File: src/rtl/mem_wb_stage.sv
// MEM/WB pipeline register and writeback-select stage.
// Extracts load data, picks the writeback source and registers it for the
// register file. It also drives a forwarding tap for EX and counts retired
// instructions.
module mem_wb_stage #(
  parameter int unsigned CNT_W = 32
) (
  input  logic             clk,
  input  logic             rst,
  input  logic             stall,
  input  logic             flush,
  input  logic             in_valid,
  input  logic [4:0]       in_rd,
  input  logic             in_reg_write,
  input  logic             in_mem_to_reg,
  input  logic             in_jump,
  input  logic [2:0]       in_funct3,
  input  logic [63:0]      in_alu_result,
  input  logic [63:0]      in_mem_rdata,
  input  logic [63:0]      in_pc_plus4,
  output logic [4:0]       WriteReg,
  output logic [63:0]      WriteData,
  output logic             RegWrite,
  output logic             wb_valid,
  output logic             fwd_en,
  output logic [4:0]       fwd_rd,
  output logic [63:0]      fwd_data,
  output logic [CNT_W-1:0] retired
);

  logic             wb_valid_q,  wb_valid_d;
  logic             reg_write_q, reg_write_d;
  logic [4:0]       rd_q,        rd_d;
  logic [63:0]      data_q,      data_d;
  logic [CNT_W-1:0] retired_q,   retired_d;

  logic [2:0]  off;
  logic [63:0] byte_sh, half_sh, word_sh;
  logic [7:0]  ld_byte;
  logic [15:0] ld_half;
  logic [31:0] ld_word;
  logic [63:0] load_val;
  logic [63:0] sel;

  // Little-endian lane extraction and sign/zero extension for loads
  always_comb begin
    off      = in_alu_result[2:0];
    byte_sh  = in_mem_rdata >> {off, 3'b000};
    half_sh  = in_mem_rdata >> {off[2:1], 4'b0000};
    word_sh  = in_mem_rdata >> {off[2], 5'b00000};
    ld_byte  = byte_sh[7:0];
    ld_half  = half_sh[15:0];
    ld_word  = word_sh[31:0];
    load_val = in_mem_rdata;
    unique case (in_funct3)
      3'b000:  load_val = {{56{ld_byte[7]}}, ld_byte};
      3'b100:  load_val = {56'd0, ld_byte};
      3'b001:  load_val = {{48{ld_half[15]}}, ld_half};
      3'b101:  load_val = {48'd0, ld_half};
      3'b010:  load_val = {{32{ld_word[31]}}, ld_word};
      3'b110:  load_val = {32'd0, ld_word};
      default: load_val = in_mem_rdata;
    endcase
  end

  // Writeback source select: link address, then load data, then ALU result
  always_comb begin
    sel = in_alu_result;
    if (in_jump) begin
      sel = in_pc_plus4;
    end else if (in_mem_to_reg) begin
      sel = load_val;
    end
  end

  // Next-state for the WB slot: flush beats stall, stall holds everything
  always_comb begin
    wb_valid_d  = wb_valid_q;
    reg_write_d = reg_write_q;
    rd_d        = rd_q;
    data_d      = data_q;
    retired_d   = retired_q;
    if (flush) begin
      wb_valid_d  = 1'b0;
      reg_write_d = 1'b0;
      rd_d        = '0;
      data_d      = '0;
    end else if (!stall) begin
      wb_valid_d  = in_valid;
      reg_write_d = in_valid & in_reg_write & (in_rd != 5'd0);
      rd_d        = in_rd;
      data_d      = sel;
      if (in_valid) begin
        retired_d = retired_q + CNT_W'(1);
      end
    end
  end

  // Stage registers with asynchronous reset
  always_ff @(posedge clk or posedge rst) begin
    if (rst) begin
      wb_valid_q  <= 1'b0;
      reg_write_q <= 1'b0;
      rd_q        <= '0;
      data_q      <= '0;
      retired_q   <= '0;
    end else begin
      wb_valid_q  <= wb_valid_d;
      reg_write_q <= reg_write_d;
      rd_q        <= rd_d;
      data_q      <= data_d;
      retired_q   <= retired_d;
    end
  end

  assign WriteReg  = rd_q;
  assign WriteData = data_q;
  assign RegWrite  = reg_write_q;
  assign wb_valid  = wb_valid_q;
  assign retired   = retired_q;
  assign fwd_en    = reg_write_q;
  assign fwd_rd    = rd_q;
  assign fwd_data  = data_q;

endmodule
File: config.mk
export PLATFORM = sky130hd
export DESIGN_NAME = mem_wb_stage
export DESIGN_NICKNAME = d
export VERILOG_FILES = /design/src/rtl/mem_wb_stage.sv
export SDC_FILE = /design/constraint.sdc
export NUM_CORES = 1
export LEC_CHECK = 0
export ABC_CLOCK_PERIOD_IN_PS = 4000
export CAP_MARGIN = 30
export CORE_MARGIN = 5
export CORE_UTILIZATION = 42
export CTS_CLUSTER_SIZE = 16
export DETAILED_ROUTE_END_ITERATION = 16
export PLACE_DENSITY = 0.82
export SLEW_MARGIN = 0
export SYNTH_ARGS = -nofsm -noshare
export SYNTH_HDL_FRONTEND = slang
export SYNTH_SLANG_ARGS = --single-unit
export TNS_END_PERCENT = 5
File: constraint.sdc
create_clock -name clk -period 4 [get_ports clk]
set_input_delay 0.8 -clock clk [delete_from_list [all_inputs] [get_ports clk]]
set_output_delay 0.8 -clock clk [all_outputs]
set_load 0.05 [all_outputs]
==> metrics.md <==
| Metric | Value |
|---|---|
| Post-CTS Setup Bufs | 0 |
| Top cell type by total area after synthesis | dfrtp_1 |
| CTS max path bufs | 2 |
| Crit path time final | 2.942 ns |
| Total gr overflow | 0 |
| Final setup viols | 0 |
| Filler cells | 1627 |
| Routed Antenna Nets | 0 |
| GRT Total Usage | 0.3078 |
| Setup TNS | 0 ns |
| Initial Util | 0.4244 |
| Via count | 8676 |
| RSZ-0062 raised after global routing | false |
| Seq cells post-synth | slightly above 100 |
| Layout cells sized above 1 | 0.08129 |
| CTS tree | done |
| Post-Syn Area per Cell | 8.676 µm² |
| Synth Cell Area | 7886 µm² |
| Rows | 50 |
| Post-synth EDFFs | 0 |
| VDD IR max | 0.3965 mV |
| Reg-to-Reg End | retired[30] |
| Req. time, crit path | 4.21 ns |
| Worst slack, placed | 0.7549 ns |
| Post-CTS Resized | 0 |
| Synth Flop Type | dfrtp_1 |
| Arrival @ worst endpoint | 3.15 ns |
| Initial antenna violation count | 3 |
| Actual slew at the worst max-slew pin | approximately 0.94 ns |
| Port Buffers | 380 |
| Worst Hold Endpoint | retired[28] |
| Number of vias per cell | around 6.1 |
| Hold depth | 1 |
| Max Cap Violations | 0 |
| Max-slew violation count | 0 |
| IO Pins | 381 |
| DP HPWL | between 20000 and 30000 µm |
| Crit. End Element | register |
| Largest net degree at the start of global routing | 83 |
| Final Core Density | 0.6242 |
| H-tree depth | 3 |
| Count leader, synth | dfrtp_1 |
| DRC viols | 0 |
| Async set-reset flop share out of synthesis | 1.000 |
| Syn nets | around 1100 |
| Final Hold Fails | 0 |
| Synth top area share | 0.3268 |
| Fmax | about 0.34 GHz |
| Gpl congestion | ~0.95 |
| Die H | 147.0 µm |
| Iter 0 DRT Violations | slightly below 900 |
| Commonest cells in the netlist | dfrtp_1 (103), a21oi_1 (100), nor2_1 (83) |
| R2R cell count | 6 |
| Startpoint Class | primary input |
| Syn Inst Count | roughly 910 |
| R2r setup slk | 1.87 ns |
| Root buffer cell | clkbuf_16 |
| P&R area growth vs syn | 47.07% |
| Final worst setup slack | 1.058 ns |
| 1st-pass router iterations | 7 |
| Hold Crit Start | retired[28] |
| CP Class | in -> reg |
| Dominant cells by area after synthesis | dfrtp_1 (33%), buf_4 (6.7%), mux2i_1 (6.5%) |
| Register area share after synthesis | 0.3268 |
| Core area | about 19000 µm² |
| Leakage | 4.588 nW |
| Reg2reg start | retired[0] |
| Routed wire per std cell | 24.55 µm |
| WHS | 0.4892 ns |
| PwrDens | 312.8 nW/µm² |
| Clk pin slew, worst setup/hold paths | roughly 0.08 ns |
| CTS sink cnt | 103 |
| YS warnings | 0 |
| Netlist cell types | 62 |
| Vias in the first global route | a little under 9000 |
| Die area | about 22000 µm² |
| First-pass GRT wire length | 52450 µm |
| Multi-input logic area | 4360 µm² |
| Inserted Clock Buffers | 9 |
| Clk_skew | between 0.006 and 0.007 ns |
| Hold Buf Count CTS | 0 |
| Max transition margin | 0.3671 |
| Part of the cycle the worst path needs | 0.7354 |
| Register Area | between 2000 and 3000 µm² |
| Layout net count | 1385 |
| Max FO, Critical Path | 32 |
| Status | finished clean |
| Hold WC Path Type | reg -> reg |
| Die X | 147.0 µm |
| WL final | 34780 µm |
| Worst-Skew Late Latency | ~0.36 ns |
==> metal layers <==
metal,global-route usage,part of all wire,up-vias
li1,-,-,3872
met1,0.3793,0.37,4180
met2,0.5114,0.48,528
met3,0.08822,0.11,94
met4,0.1193,0.038,2
met5,0,0.00020,-
==> layout by cell type (no fill, tap or decap), types with 19 or more instances in the layout <==
master,netlist,routed
clkdlybuf4s50_1,0,376
dfrtp_1,103,103
a21oi_1,100,100
nor2_1,83,82
mux2i_1,51,51
o22ai_1,51,51
a22oi_1,47,47
nand2_1,38,37
o22ai_2,29,29
o21ai_0,28,28
inv_1,24,23
buf_4,70,23
xnor2_1,22,22
a221oi_1,19,19
==> sequential cells by signal, indices dropped and copies added (netlist names) <==
| register | count |
|---|---|
| WriteReg | 5 |
| RegWrite | 1 |
| retired | 32 |
| wb_valid | 1 |
| WriteData | 64 |
==> metrics by stage <==
stage	area (µm²)	power, mW	std cells
after floorplan	7886	2.153	909
after global placement	11290	2.711	1398
after detailed placement	11290	2.726	1398
after CTS	11590	3.636	1414
after global routing	11600	3.768	1417
final	11600	3.628	1417
==> cell type report <==
type,instances,share of cell area
tap,234,0.02524
inverter,26,0.008630
sequential,103,0.2222
antenna,2,0.0004315
timing repair buffer,402,0.3420
multi-input combinational,634,0.3759
clock inverter,7,0.006149
clock buffer,9,0.01942
==> cell families after synthesis <==
group,Yosys count,share of synthesized area
xor gates and xnor gates,31,0.03443
adders and majority gates,1,0.001586
buffers and inverters,172,0.1215
DFF,103,0.3268
AOI/OAI and AO/OA,348,0.3162
muxes,59,0.07663
and+or+nand+nor,195,0.1228
==> where the power goes <==
part / leakage, nW / internal [mW] / total, mW / switching, mW
Clock: 0.146 / 0.444 / 0.908 / 0.464
Sequential: 1.38 / 1.12 / 1.21 / 0.0942
Combinational: 3.06 / 0.593 / 1.51 / 0.918
==> how the worst max path moves through the flow <==
stage,end,cells after the start,startpoint
after detailed placement,WriteData[40],8,in_mem_to_reg
after global placement,WriteData[62],8,in_mem_to_reg
after floorplan,RegWrite,1,rst
after global routing,WriteData[62],8,in_mem_to_reg
after CTS,WriteData[62],8,in_mem_to_reg
final,WriteData[62],8,in_mem_to_reg
==> critical path, cell delays in order <==
cell             delay (ns)
clkdlybuf4s50_1        0.60
inv_1                  0.41
nor3_1                 0.10
buf_4                  0.22
and3b_1                0.20
a31oi_4                0.13
buf_4                  0.48
o22ai_1                0.17
Note: power is estimated with default switching activity, not from simulation.
